==> src/rtl/quad_decoder.sv <==
// Quadrature decoder: A/B phases to signed position, step pulse, direction, index capture, count period, error flag.
// Latency: 1 clk from a sampled A/B or Z change to the registered outputs.
// Backpressure: none; the input is sampled every clock and the outputs are registered status.
module quad_decoder #(
    parameter int         POS_WIDTH = 16,
    parameter int         PER_WIDTH = 20,
    parameter logic [1:0] INIT_AB   = 2'b00,
    parameter logic       DIR_INV   = 1'b0
) (
    input  logic                 clk,
    input  logic                 xres,
    input  logic                 enc_a,
    input  logic                 enc_b,
    input  logic                 enc_z,
    input  logic                 clr,
    output logic [POS_WIDTH-1:0] pos,
    output logic                 cnt_pls,
    output logic                 dir,
    output logic [POS_WIDTH-1:0] pos_z,
    output logic                 z_valid,
    output logic [PER_WIDTH-1:0] period,
    output logic                 err
);

    localparam logic [POS_WIDTH-1:0] POS_ONE  = POS_WIDTH'(1);
    localparam logic [PER_WIDTH-1:0] PER_ONE  = PER_WIDTH'(1);
    localparam logic [PER_WIDTH-1:0] PER_ONES = '1;

    logic [1:0]           ab;
    logic [1:0]           ab_prev;
    logic                 z_prev;
    logic [PER_WIDTH-1:0] per_cnt;
    logic                 fwd, rev, illegal;
    logic                 inc, dec;
    logic                 per_max;
    logic                 z_rise;

    assign ab      = {enc_a, enc_b};
    assign per_max = (per_cnt == PER_ONES);
    assign z_rise  = enc_z && !z_prev;

    // Forward Gray order is 00 -> 01 -> 11 -> 10 -> 00; both-bits-changed steps are illegal.
    always_comb begin
        fwd     = 1'b0;
        rev     = 1'b0;
        illegal = 1'b0;
        case ({ab_prev, ab})
            4'b00_01, 4'b01_11, 4'b11_10, 4'b10_00: fwd     = 1'b1;
            4'b01_00, 4'b11_01, 4'b10_11, 4'b00_10: rev     = 1'b1;
            4'b00_11, 4'b11_00, 4'b01_10, 4'b10_01: illegal = 1'b1;
            default: ;
        endcase
    end

    assign inc = DIR_INV ? rev : fwd;
    assign dec = DIR_INV ? fwd : rev;

    always_ff @(posedge clk) begin
        if (!xres) begin
            ab_prev <= INIT_AB;
            z_prev  <= 1'b0;
            pos     <= '0;
            cnt_pls <= 1'b0;
            dir     <= 1'b1;
            pos_z   <= '0;
            z_valid <= 1'b0;
            period  <= PER_ONES;
            per_cnt <= '0;
            err     <= 1'b0;
        end else begin
            ab_prev <= ab;
            z_prev  <= enc_z;
            cnt_pls <= inc || dec;
            if (inc)
                dir <= 1'b1;
            else if (dec)
                dir <= 1'b0;

            // Period is the interval between counts; a long silence reads as all-ones.
            if (inc || dec) begin
                per_cnt <= '0;
                period  <= per_max ? PER_ONES : per_cnt + PER_ONE;
            end else if (per_max) begin
                period  <= PER_ONES;
            end else begin
                per_cnt <= per_cnt + PER_ONE;
            end

            if (clr) begin
                pos     <= '0;
                pos_z   <= '0;
                z_valid <= 1'b0;
                err     <= 1'b0;
            end else begin
                if (inc)
                    pos <= pos + POS_ONE;
                else if (dec)
                    pos <= pos - POS_ONE;
                // Capture the pre-update position even when a count lands in the same cycle.
                if (z_rise) begin
                    pos_z   <= pos;
                    z_valid <= 1'b1;
                end
                if (illegal)
                    err <= 1'b1;
            end
        end
    end

endmodule

==> config.mk <==
export PLATFORM = sky130hd
export DESIGN_NAME = quad_decoder
export DESIGN_NICKNAME = d
export VERILOG_FILES = /design/src/rtl/quad_decoder.sv
export SDC_FILE = /design/constraint.sdc
export NUM_CORES = 1
export LEC_CHECK = 0
export ABC_AREA = 1
export CAP_MARGIN = 20
export CORE_UTILIZATION = 45
export CTS_CLUSTER_DIAMETER = 80
export DETAILED_ROUTE_END_ITERATION = 10
export GPL_TIMING_DRIVEN = 1
export PLACE_DENSITY = 0.65
export SETUP_SLACK_MARGIN = 0.1
export SLEW_MARGIN = 0
export SYNTH_ARGS = -nofsm -noshare
export SYNTH_HDL_FRONTEND = slang
export SYNTH_SLANG_ARGS = --single-unit
export TNS_END_PERCENT = 1
==> constraint.sdc <==
create_clock -name clk -period 6.2 [get_ports clk]
set_input_delay 0.93 -clock clk [delete_from_list [all_inputs] [get_ports clk]]
set_output_delay 0.93 -clock clk [all_outputs]
set_load 0.02 [all_outputs]
==> results of run 1 <==
layout by cell type, fill, tap and decap left out, types with 10 or more instances in the layout:
master           count
nand2_1            176
inv_1               94
nand3_1             79
dfxtp_1             79
nor2_1              72
clkdlybuf4s50_1     61
o21ai_0             32
a21oi_1             19
ha_1                15
clkbuf_8            11
xor2_1              10
metrics by stage:
step / hold slack, ps / instance area, µm² / worst slack (ps)
6_report: 462 / 5070 / 2580
5_1_grt: 507 / 5070 / 2260
4_1_cts: 469 / 5070 / 2580
3_5_place_dp: 459 / 4900 / 2230
3_3_place_gp: 451 / 4900 / 2380
2_1_floorplan: 456 / 4240 / 3370
where the power goes:
part	switching (µW)	internal (µW)
Sequential	27.2	542
Combinational	228	147
Clock	193	165
flip-flops by register name (all words and copies together) (netlist names):
| name | flops |
|---|---|
| pos_z | 16 |
| z_prev | 1 |
| cnt_pls | 1 |
| period | 20 |
| per_cnt | 20 |
| err | 1 |
| ab_prev | 2 |
| z_valid | 1 |
| dir | 1 |
| pos | 16 |
cell families (layout without fill, tap and decap cells):
logic type	Yosys count	count (layout)	share of synthesized area, %
adder cells (fa/ha/maj)	16	16	4.90
AND/OR/NAND/NOR	359	359	36.5
AO/OA/AOI/OAI	59	59	7.28
flip-flops	79	79	37.3
XOR/XNOR	13	13	2.68
buffers and inverters	119	179	11.4
metal layers:
metal / routed length (µm) / up-vias
met5: 0 / -
met4: 157 / 0
met3: 321 / 16
met2: 5250 / 74
met1: 4720 / 1864
li1: - / 2144
worst min-delay path by stage:
stage                         endpoint  slack (ps)  depth (start not counted)
3_3_place_gp          dir$_SDFFE_PP1P_         450                          2
4_1_cts               dir$_SDFFE_PP1P_         470                          2
6_report              dir$_SDFFE_PP1P_         460                          2
3_5_place_dp          dir$_SDFFE_PP1P_         460                          2
5_1_grt               dir$_SDFFE_PP1P_         510                          2
2_1_floorplan  per_cnt[1]$_SDFFE_PP0N_         460                          2
tightest hold or removal path: stages, from the launching register on:
cell	delay, ps
dfxtp_1	320
nand2_1	60
nand2_1	40
final cells by class:
cell class | instances | share of cell area (%)
flip-flops and latches | 79 | 31.2
multi-input cells | 447 | 42.9
inverters | 100 | 7.40
clock inverters | 4 | 0.394
clock buffers | 12 | 3.06
well taps | 111 | 2.74
repair buffers | 63 | 12.3
==> impl_metrics.csv, run 1 <==
group,metric,value,unit
outcome,status,"completed",
clocking,insertion_delay,350,ps
drt,viasPerCell,5.02,
timing,final_hold_viol_count,0,
timing,fin_crit_sh,58.4,%
clocking,cts_hold_buf,0,
clocking,cts_resized,0,
global_route,use_met3,4.50,%
final_layout,post-route-util,55.2,%
worst_setup_path,worstPathCellList,"clkdlybuf4s50_1, xor2_1, nand2_1, nand2_2, inv_2, nand2_1, nand2_1, nand3_1",
place,place_hpwl,7660,µm
job,cap_violations,0,
yosys,syn-cell-area,4240,µm²
timing,max_freq,276,MHz
yosys,ys_types,29,
timing,setup_tns,0,ps
final_layout,nets,722,
global_route,grt-ovfl-total,0,
final_layout,areaGrowthSynthToFinish,19.6,%
die,core,9200,µm²
worst_setup_path,slowest_delay,740,ps
yosys,ys_warn_count,0,
worst_setup_path,crit_required,6470,ps
timing,grt_setup_unrepaired,"false",
worst_setup_path,cp_top_family,"simple AND/OR/NAND/NOR gates",
clocking,cts_buffers,9,
worst_setup_path,r2r_slack,3330,ps
clocking,clockBufferDepth,2,
global_route,antenna_found_initial,0,
yosys,synth_edf_count,0,
power_and_ir_drop,ir_drop,122,µV
yosys,synth_nets,667,
global_route,grtUsageTotal,22.8,%
drt,drcViolationCount,0,
drt,wl_per_cell,12.8,µm
yosys,ys_ff_latch,79,
die,die_w,99.1,µm
timing,worstMarginPinSlew,717,ps
clocking,clock_sinks,79,
yosys,syn_inst,645,
global_route,gr-max-usage-layer,"met2",
yosys,synth.top_cells.by_count,"nand2_1 (176), inv_1 (94), dfxtp_1 (79), nand3_1 (79), nor2_1 (72)",
worst_setup_path,ff2ff_path_depth,7,
clocking,cts-htree-levels,3,
die,boundaryPins,62,
worst_setup_path,cp.depth,8,
worst_setup_path,critPathCapture,"period[13]$_SDFFE_PN1P_",
yosys,yosysTopAreaCell,"dfxtp_1",
die,row_count,35,
place,place.gp.congestion,0.889,
timing,finClkSkew,13.6,ps
drt,drt_pass1_iterations,6,
worst_setup_path,critPathArrivalTime,3890,ps
global_route,grt_pass1_wl,18100,µm
yosys,ys_seq_area_share,37.3,%
worst_setup_path,worst_path_most_repeated_cell,"nand2_1",
global_route,grtUsageMet2,42.5,%
place,placed_cells,800,
worst_setup_path,cp_max_fo,40,
final_layout,n_antenna_cell,0,
timing,slew_viol_final,0,
drt,vias,4098,
place,numPortBuffers,61,
die,start_util,46.1,%
drt,finalWirelength,10500,µm
clocking,clk_pin_slew_worst_paths,70,ps
power_and_ir_drop,power,1300,µW
yosys,synth_area_leaders,"dfxtp_1 (37%), nand2_1 (16%), nand3_1 (9.3%)",
worst_setup_path,cp_num_buf_inv,2,
final_layout,n_fill_cell,922,
yosys,async_flop_share,0,%
worst_setup_path,startpoint,"enc_b",
worst_hold_path,hold_class,"reg -> reg",
power_and_ir_drop,power_density,256,nW/µm²
power_and_ir_drop,cellLeakagePower,0.00250,µW
global_route,grt_pass1_vias,4032,
worst_setup_path,r2r_end,"period[8]$_SDFFE_PN1P_",
yosys,avgSynthCellArea,6.58,µm²
final_layout,final_layout_size_suffix_gt1_share,3.97,%
final_layout,instances_no_fill,816,
timing,setup_viol,0,
worst_hold_path,worstHoldStart,"dir$_SDFFE_PP1P_",
global_route,grt_max_degree,43,
worst_setup_path,slowest_stage,"nand2_2",
drt,dr.first_iter.drc_count,129,
clocking,root_buffer,"clkbuf_8",
clocking,postCtsSetupRepairBufs,0,
worst_setup_path,crit_type,"in -> reg",
yosys,synth.most_common_cell,"nand2_1",
worst_setup_path,cp-start-kind,"input port",
timing,slew_headroom,52.0,%
yosys,yosysTopAreaCellShare,37.3,%
die,dieArea,9820,µm²
drt,ant_nets,0,
final_layout,multi_input_area,2180,µm²
worst_setup_path,r2r_start,"ab_prev[1]$_SDFF_PN0_",
final_layout,regArea,1580,µm²
die,die_y,99.1,µm
clocking,cts_tree,"yes",
timing,finalWorstPathRequiredPeriod,3620,ps
worst_setup_path,worstSetupEndpointType,"flop",
global_route,globalRouteMet1Util,26.5,%
yosys,synth-main-ff-cell,"dfxtp_1",
No activity file was read; power rests on OpenSTA's default activity.
==> run 2, diff against run 1 <==
==> constraint.sdc (replaced) <==
create_clock -name clk -period 3.54 [get_ports clk]
set_input_delay 0.531 -clock clk [delete_from_list [all_inputs] [get_ports clk]]
set_output_delay 0.531 -clock clk [all_outputs]
set_load 0.02 [all_outputs]
==> run 2 against run 1 <==
Setup slack lost 2100 ps. Total power increased by 91%. Wire length decreased by 2.9%. Critical path depth up 3. Clock skew is 2.2 ps lower. Highest routed layer unchanged.
==> impl_metrics.csv, run 2 (synthesized netlist as in run 1, its figures left out) <==
group,metric,value,unit
timing,finalWorstPathRequiredPeriod,3020,ps
worst_setup_path,worstSetupEndpointType,"flop",
die,die_w,99.1,µm
clocking,postCtsSetupRepairBufs,0,
power_and_ir_drop,ir_drop,198,µV
timing,worstMarginPinSlew,700,ps
drt,vias,4121,
final_layout,nets,726,
job,cap_violations,0,
worst_setup_path,crit_required,3800,ps
place,numPortBuffers,61,
drt,drcViolationCount,0,
worst_setup_path,critPathArrivalTime,3290,ps
global_route,grt_pass1_wl,17100,µm
place,place_area,4930,µm²
clocking,cts_buffers,9,
die,boundaryPins,62,
worst_setup_path,worst_path_most_repeated_cell,"nand2_1",
clocking,cts_hold_buf,0,
place,place_hpwl,7260,µm
final_layout,layout_commonest_cell,"nand2_1",
worst_setup_path,r2r_end,"pos[8]$_SDFFE_PP0N_",
place,place.gp.congestion,0.962,
final_layout,final_cell_area,5170,µm²
timing,fin_crit_sh,85.4,%
place,pre_cts_ws,179,ps
worst_setup_path,cp_num_buf_inv,2,
final_layout,areaGrowthSynthToFinish,21.9,%
timing,slew_headroom,53.2,%
timing,finClkSkew,11.4,ps
final_layout,n_antenna_cell,0,
drt,dr.max_layer_used,"met4",
global_route,grt_pass1_vias,3810,
drt,ant_nets,0,
worst_setup_path,cp-start-kind,"input port",
drt,finalWirelength,10200,µm
drt,wl_per_cell,12.4,µm
worst_setup_path,cp_top_family,"simple AND/OR/NAND/NOR gates",
power_and_ir_drop,cellLeakagePower,0.00254,µW
global_route,grt-ovfl-total,0,
worst_setup_path,cp_max_fo,17,
global_route,grt_max_degree,43,
drt,dr.first_iter.drc_count,95,
outcome,status,"completed",
final_layout,top_regs,"per_cnt (20), period (20)",
timing,fin_ws,517,ps
timing,setup_viol,0,
timing,final_hold_viol_count,0,
worst_setup_path,r2r_slack,870,ps
worst_setup_path,r2r_start,"ab_prev[1]$_SDFF_PN0_",
timing,setup_tns,0,ps
clocking,cts_tree,"yes",
drt,met1_length,4410,µm
worst_setup_path,cp.depth,11,
timing,max_freq,331,MHz
worst_setup_path,slowest_delay,650,ps
die,dieArea,9820,µm²
worst_setup_path,critPathCapture,"pos[8]$_SDFFE_PP0N_",
clocking,clock_sinks,79,
clocking,cts_resized,0,
die,row_count,35,
global_route,antenna_found_initial,0,
clocking,root_buffer,"clkbuf_8",
drt,viasPerCell,5.03,
worst_hold_path,hold_class,"reg -> reg",
timing,slew_viol_final,0,
final_layout,final_layout_size_suffix_gt1_share,4.52,%
worst_setup_path,ff2ff_path_depth,10,
worst_setup_path,startpoint,"enc_b",
final_layout,mostFrequentLayoutCells,"nand2_1 (176), inv_1 (94), nand3_1 (79), dfxtp_1 (79), nor2_1 (72)",
worst_setup_path,crit_type,"in -> reg",
global_route,grtUsageTotal,21.7,%
worst_setup_path,worstPathCellList,"clkdlybuf4s50_1, xor2_1, nand2_1, fa_1, nand3_1, nand3_1, a21oi_1, xor2_1, nand2_1, nand2_1, inv_1",
final_layout,post-route-util,56.3,%
power_and_ir_drop,power_density,480,nW/µm²
die,core,9200,µm²
drt,wl_met2,5110,µm
clocking,insertion_delay,360,ps
die,start_util,46.1,%
clocking,cts-htree-levels,3,
clocking,clockBufferDepth,2,
die,die_y,99.1,µm
timing,grt_setup_unrepaired,"false",
drt,drt_pass1_iterations,4,
worst_setup_path,slowest_stage,"fa_1",
drt,wl_met3,410,µm
clocking,clk_pin_slew_worst_paths,90,ps
run 2: through the flow:
step	std cells	hold WS, ps	total power, µW
5_1_grt	819	499	2630
4_1_cts	819	471	2500
3_5_place_dp	804	459	1680
3_3_place_gp	804	454	1670
6_report	819	465	2490
2_1_floorplan	645	456	1470
run 2: worst min-delay path by stage:
| stage | start | to | slack, ps | depth (start not counted) |
|---|---|---|---|---|
| 3_3_place_gp | dir$_SDFFE_PP1P_ | dir$_SDFFE_PP1P_ | 450 | 2 |
| 3_5_place_dp | dir$_SDFFE_PP1P_ | dir$_SDFFE_PP1P_ | 460 | 2 |
| 2_1_floorplan | per_cnt[1]$_SDFFE_PP0N_ | per_cnt[1]$_SDFFE_PP0N_ | 460 | 2 |
| 4_1_cts | dir$_SDFFE_PP1P_ | dir$_SDFFE_PP1P_ | 470 | 2 |
| 5_1_grt | dir$_SDFFE_PP1P_ | dir$_SDFFE_PP1P_ | 500 | 2 |
| 6_report | dir$_SDFFE_PP1P_ | dir$_SDFFE_PP1P_ | 470 | 2 |
run 2: cell type report:
cell class | count | area, µm²
Sequential cell | 79 | 1580
Clock inverter | 5 | 106
Clock buffer | 10 | 138
Tap cell | 111 | 139
Inverter | 100 | 375
Fill cell | 911 | 4020
Multi-Input combinational cell | 447 | 2180
Timing Repair Buffer | 67 | 656
run 2: per-layer routing:
layer | track usage [%] | up-vias
li1 | - | 2148
met1 | 25.1 | 1858
met2 | 39.9 | 96
met3 | 4.01 | 19
met4 | 7.92 | 0
met5 | 0 | -
run 2: worst register-to-register path: cells and delay by family, from the launching register on:
kind / cells / cell delay (ps)
compound gates: 1 / 200
xor+xnor: 2 / 430
fa+ha+maj: 1 / 650
buf+inv: 1 / 30
flops: 1 / 370
simple gates: 5 / 910
run 2: report_power, final:
group | internal [µW] | total (µW) | switching [µW]
combinational | 262 | 665 | 403
clock | 485 | 828 | 342
sequential | 948 | 993 | 44.0
==> run 3, diff against run 2 <==
--- a/config.mk
+++ b/config.mk
@@ -7,6 +7,7 @@
 export LEC_CHECK = 0
 export ABC_AREA = 1
 export CAP_MARGIN = 20
+export CORE_MARGIN = 4
 export CORE_UTILIZATION = 45
 export CTS_CLUSTER_DIAMETER = 80
 export DETAILED_ROUTE_END_ITERATION = 10
==> run 3 against run 2 <==
Setup slack better by 77 ps. Flip-flop and latch count unchanged. Design area down 1.5%. Combinational power about the same. Clock skew down 5.8 ps. Non-clock buffer count unchanged. Hold slack better by 1.9 ps. Clock-buffer cell count unchanged. Utilization down 0.87 points. Wire length up 0.83%. Total power down 9.8%. Register-to-register slack better by 80 ps. Critical endpoint is now pos[9]$_SDFFE_PP0N_.
==> impl_metrics.csv, run 3 (synthesized netlist as in run 1, its figures left out) <==
group,metric,value,unit
drt,ant_nets,0,
drt,met1_length,4630,µm
worst_setup_path,critPathArrivalTime,3200,ps
worst_setup_path,slowest_delay,540,ps
clocking,cts_buffers,9,
global_route,grtUsageTotal,19.6,%
drt,vias,4063,
outcome,status,"completed",
worst_setup_path,worstPathCellList,"clkdlybuf4s50_1, xor2_1, nand2_1, ha_1, or2_2, nand3b_1, nand2_1, nand2_1, nand2_1, nand2_1, nand3_1, nand2_1, inv_1",
die,row_count,35,
timing,slew_headroom,56.3,%
final_layout,nets,726,
place,place_hpwl,7480,µm
power_and_ir_drop,power.switching,781,µW
timing,setup_viol,0,
final_layout,mostFrequentLayoutCells,"nand2_1 (176), inv_1 (94), nand3_1 (79), dfxtp_1 (79), nor2_1 (72)",
final_layout,multi_input_area,2180,µm²
global_route,grt_pass1_vias,3960,
worst_hold_path,worstHoldStart,"dir$_SDFFE_PP1P_",
drt,viasPerCell,4.96,
global_route,grt_pass1_wl,18000,µm
timing,worstMarginPinSlew,653,ps
power_and_ir_drop,share_seq_of_total_power,44.2,%
final_layout,layout_commonest_cell,"nand2_1",
final_layout,n_antenna_cell,0,
worst_setup_path,crit_type,"in -> reg",
power_and_ir_drop,cellLeakagePower,0.00249,µW
clocking,clockBufferDepth,2,
drt,dr.max_layer_used,"met4",
die,die_y,105,µm
timing,finClkSkew,5.55,ps
global_route,grt_max_degree,43,
drt,wl_met3,287,µm
drt,drcViolationCount,0,
global_route,grt-ovfl-total,0,
final_layout,final_layout_size_suffix_gt1_share,4.38,%
final_layout,top_regs,"per_cnt (20), period (20)",
drt,dr.first_iter.drc_count,130,
worst_setup_path,slowest_stage,"clkdlybuf4s50_1",
final_layout,regArea,1580,µm²
worst_setup_path,crit_required,3790,ps
power_and_ir_drop,combPwrFrac,29.5,%
clocking,cts_resized,0,
job,cap_violations,0,
worst_setup_path,worstSetupEndpointType,"flop",
clocking,clock_sinks,79,
final_layout,n_fill_cell,930,
global_route,antenna_found_initial,0,
die,boundaryPins,62,
worst_setup_path,cp_max_fo,17,
die,die_w,105,µm
power_and_ir_drop,clkPwrFrac,26.3,%
final_layout,areaGrowthSynthToFinish,20.1,%
power_and_ir_drop,p_int,1460,µW
timing,max_freq,339,MHz
clocking,cts_tree,"yes",
clocking,clk_pin_slew_worst_paths,80,ps
worst_setup_path,startpoint,"enc_b",
place,place.gp.congestion,0.865,
timing,finalWorstPathRequiredPeriod,2950,ps
timing,whs,467,ps
drt,wl_met2,5100,µm
drt,finalWirelength,10200,µm
timing,slew_viol_final,0,
place,numPortBuffers,61,
clocking,root_buffer,"clkbuf_8",
timing,setup_tns,0,ps
timing,grt_setup_unrepaired,"false",
power_and_ir_drop,ir_drop,155,µV
worst_setup_path,worst_path_most_repeated_cell,"nand2_1",
die,start_util,46.1,%
worst_setup_path,cp-start-kind,"input port",
power_and_ir_drop,power,2240,µW
clocking,insertion_delay,350,ps
worst_setup_path,r2r_start,"ab_prev[1]$_SDFF_PN0_",
timing,final_hold_viol_count,0,
clocking,postCtsSetupRepairBufs,0,
worst_setup_path,cp_num_buf_inv,2,
power_and_ir_drop,swShare,34.8,%
clocking,cts_hold_buf,0,
power_and_ir_drop,power_density,440,nW/µm²
drt,wl_per_cell,12.5,µm
drt,drt_pass1_iterations,4,
clocking,cts-htree-levels,3,
timing,fin_crit_sh,83.2,%
worst_hold_path,hold_class,"reg -> reg",
die,core,9200,µm²
die,dieArea,11000,µm²
worst_setup_path,cp_top_family,"simple AND/OR/NAND/NOR gates",
## run 3: cell count changes in the layout (fill, tap and decap cells not counted), sizes merged
cell	delta
bufinv	-3
clkinv	+1
clkinvlp	+2
## run 3: stage by stage
| stage | cells | setup WS [ps] | instance area [µm²] | util [%] |
|---|---|---|---|---|
| 5_1_grt | 819 | 291 | 5090 | 55.4 |
| 3_3_place_gp | 804 | 256 | 4930 | 53.6 |
| 3_5_place_dp | 804 | 210 | 4930 | 53.6 |
| 2_1_floorplan | 645 | 1110 | 4240 | - |
| 4_1_cts | 819 | 586 | 5090 | 55.4 |
| 6_report | 819 | 593 | 5090 | 55.4 |
## run 3: worst min-delay path, delay by kind of cell, from the launching register on
kind	cells	cell delay, ps
and+or+nand+nor	2	100
DFF	1	330
## run 3: final timing paths
path,endpoint,cells after the start,slack [ps]
setup reg to reg,pos[9]$_SDFFE_PP0N_,12,950
hold reg to reg,dir$_SDFFE_PP1P_,2,470
setup / recovery,pos[9]$_SDFFE_PP0N_,13,590
hold / removal,dir$_SDFFE_PP1P_,2,470
## run 3: metal layers
metal,global-route usage (%),vias up
met5,0,-
met3,2.53,17
met4,8.25,0
met1,23.9,1833
li1,-,2155
met2,34.5,58
## run 3: cell type report
| type | count | area share [%] |
|---|---|---|
| multi-input combinational | 447 | 42.8 |
| sequential | 79 | 31.0 |
| timing repair buffer | 67 | 12.9 |
| inverter | 100 | 7.37 |
| tap | 111 | 2.73 |
| clock buffer | 10 | 2.51 |
| clock inverter | 5 | 0.712 |
## run 3: power by group through the flow
stage / registers, µW / logic (µW) / clock network, µW
global route: 1000 / 757 / 644
global placement: 1010 / 658 / 0
finish: 992 / 662 / 589
detailed placement: 1010 / 665 / 0
floorplan: 1070 / 399 / 0
CTS: 994 / 668 / 612
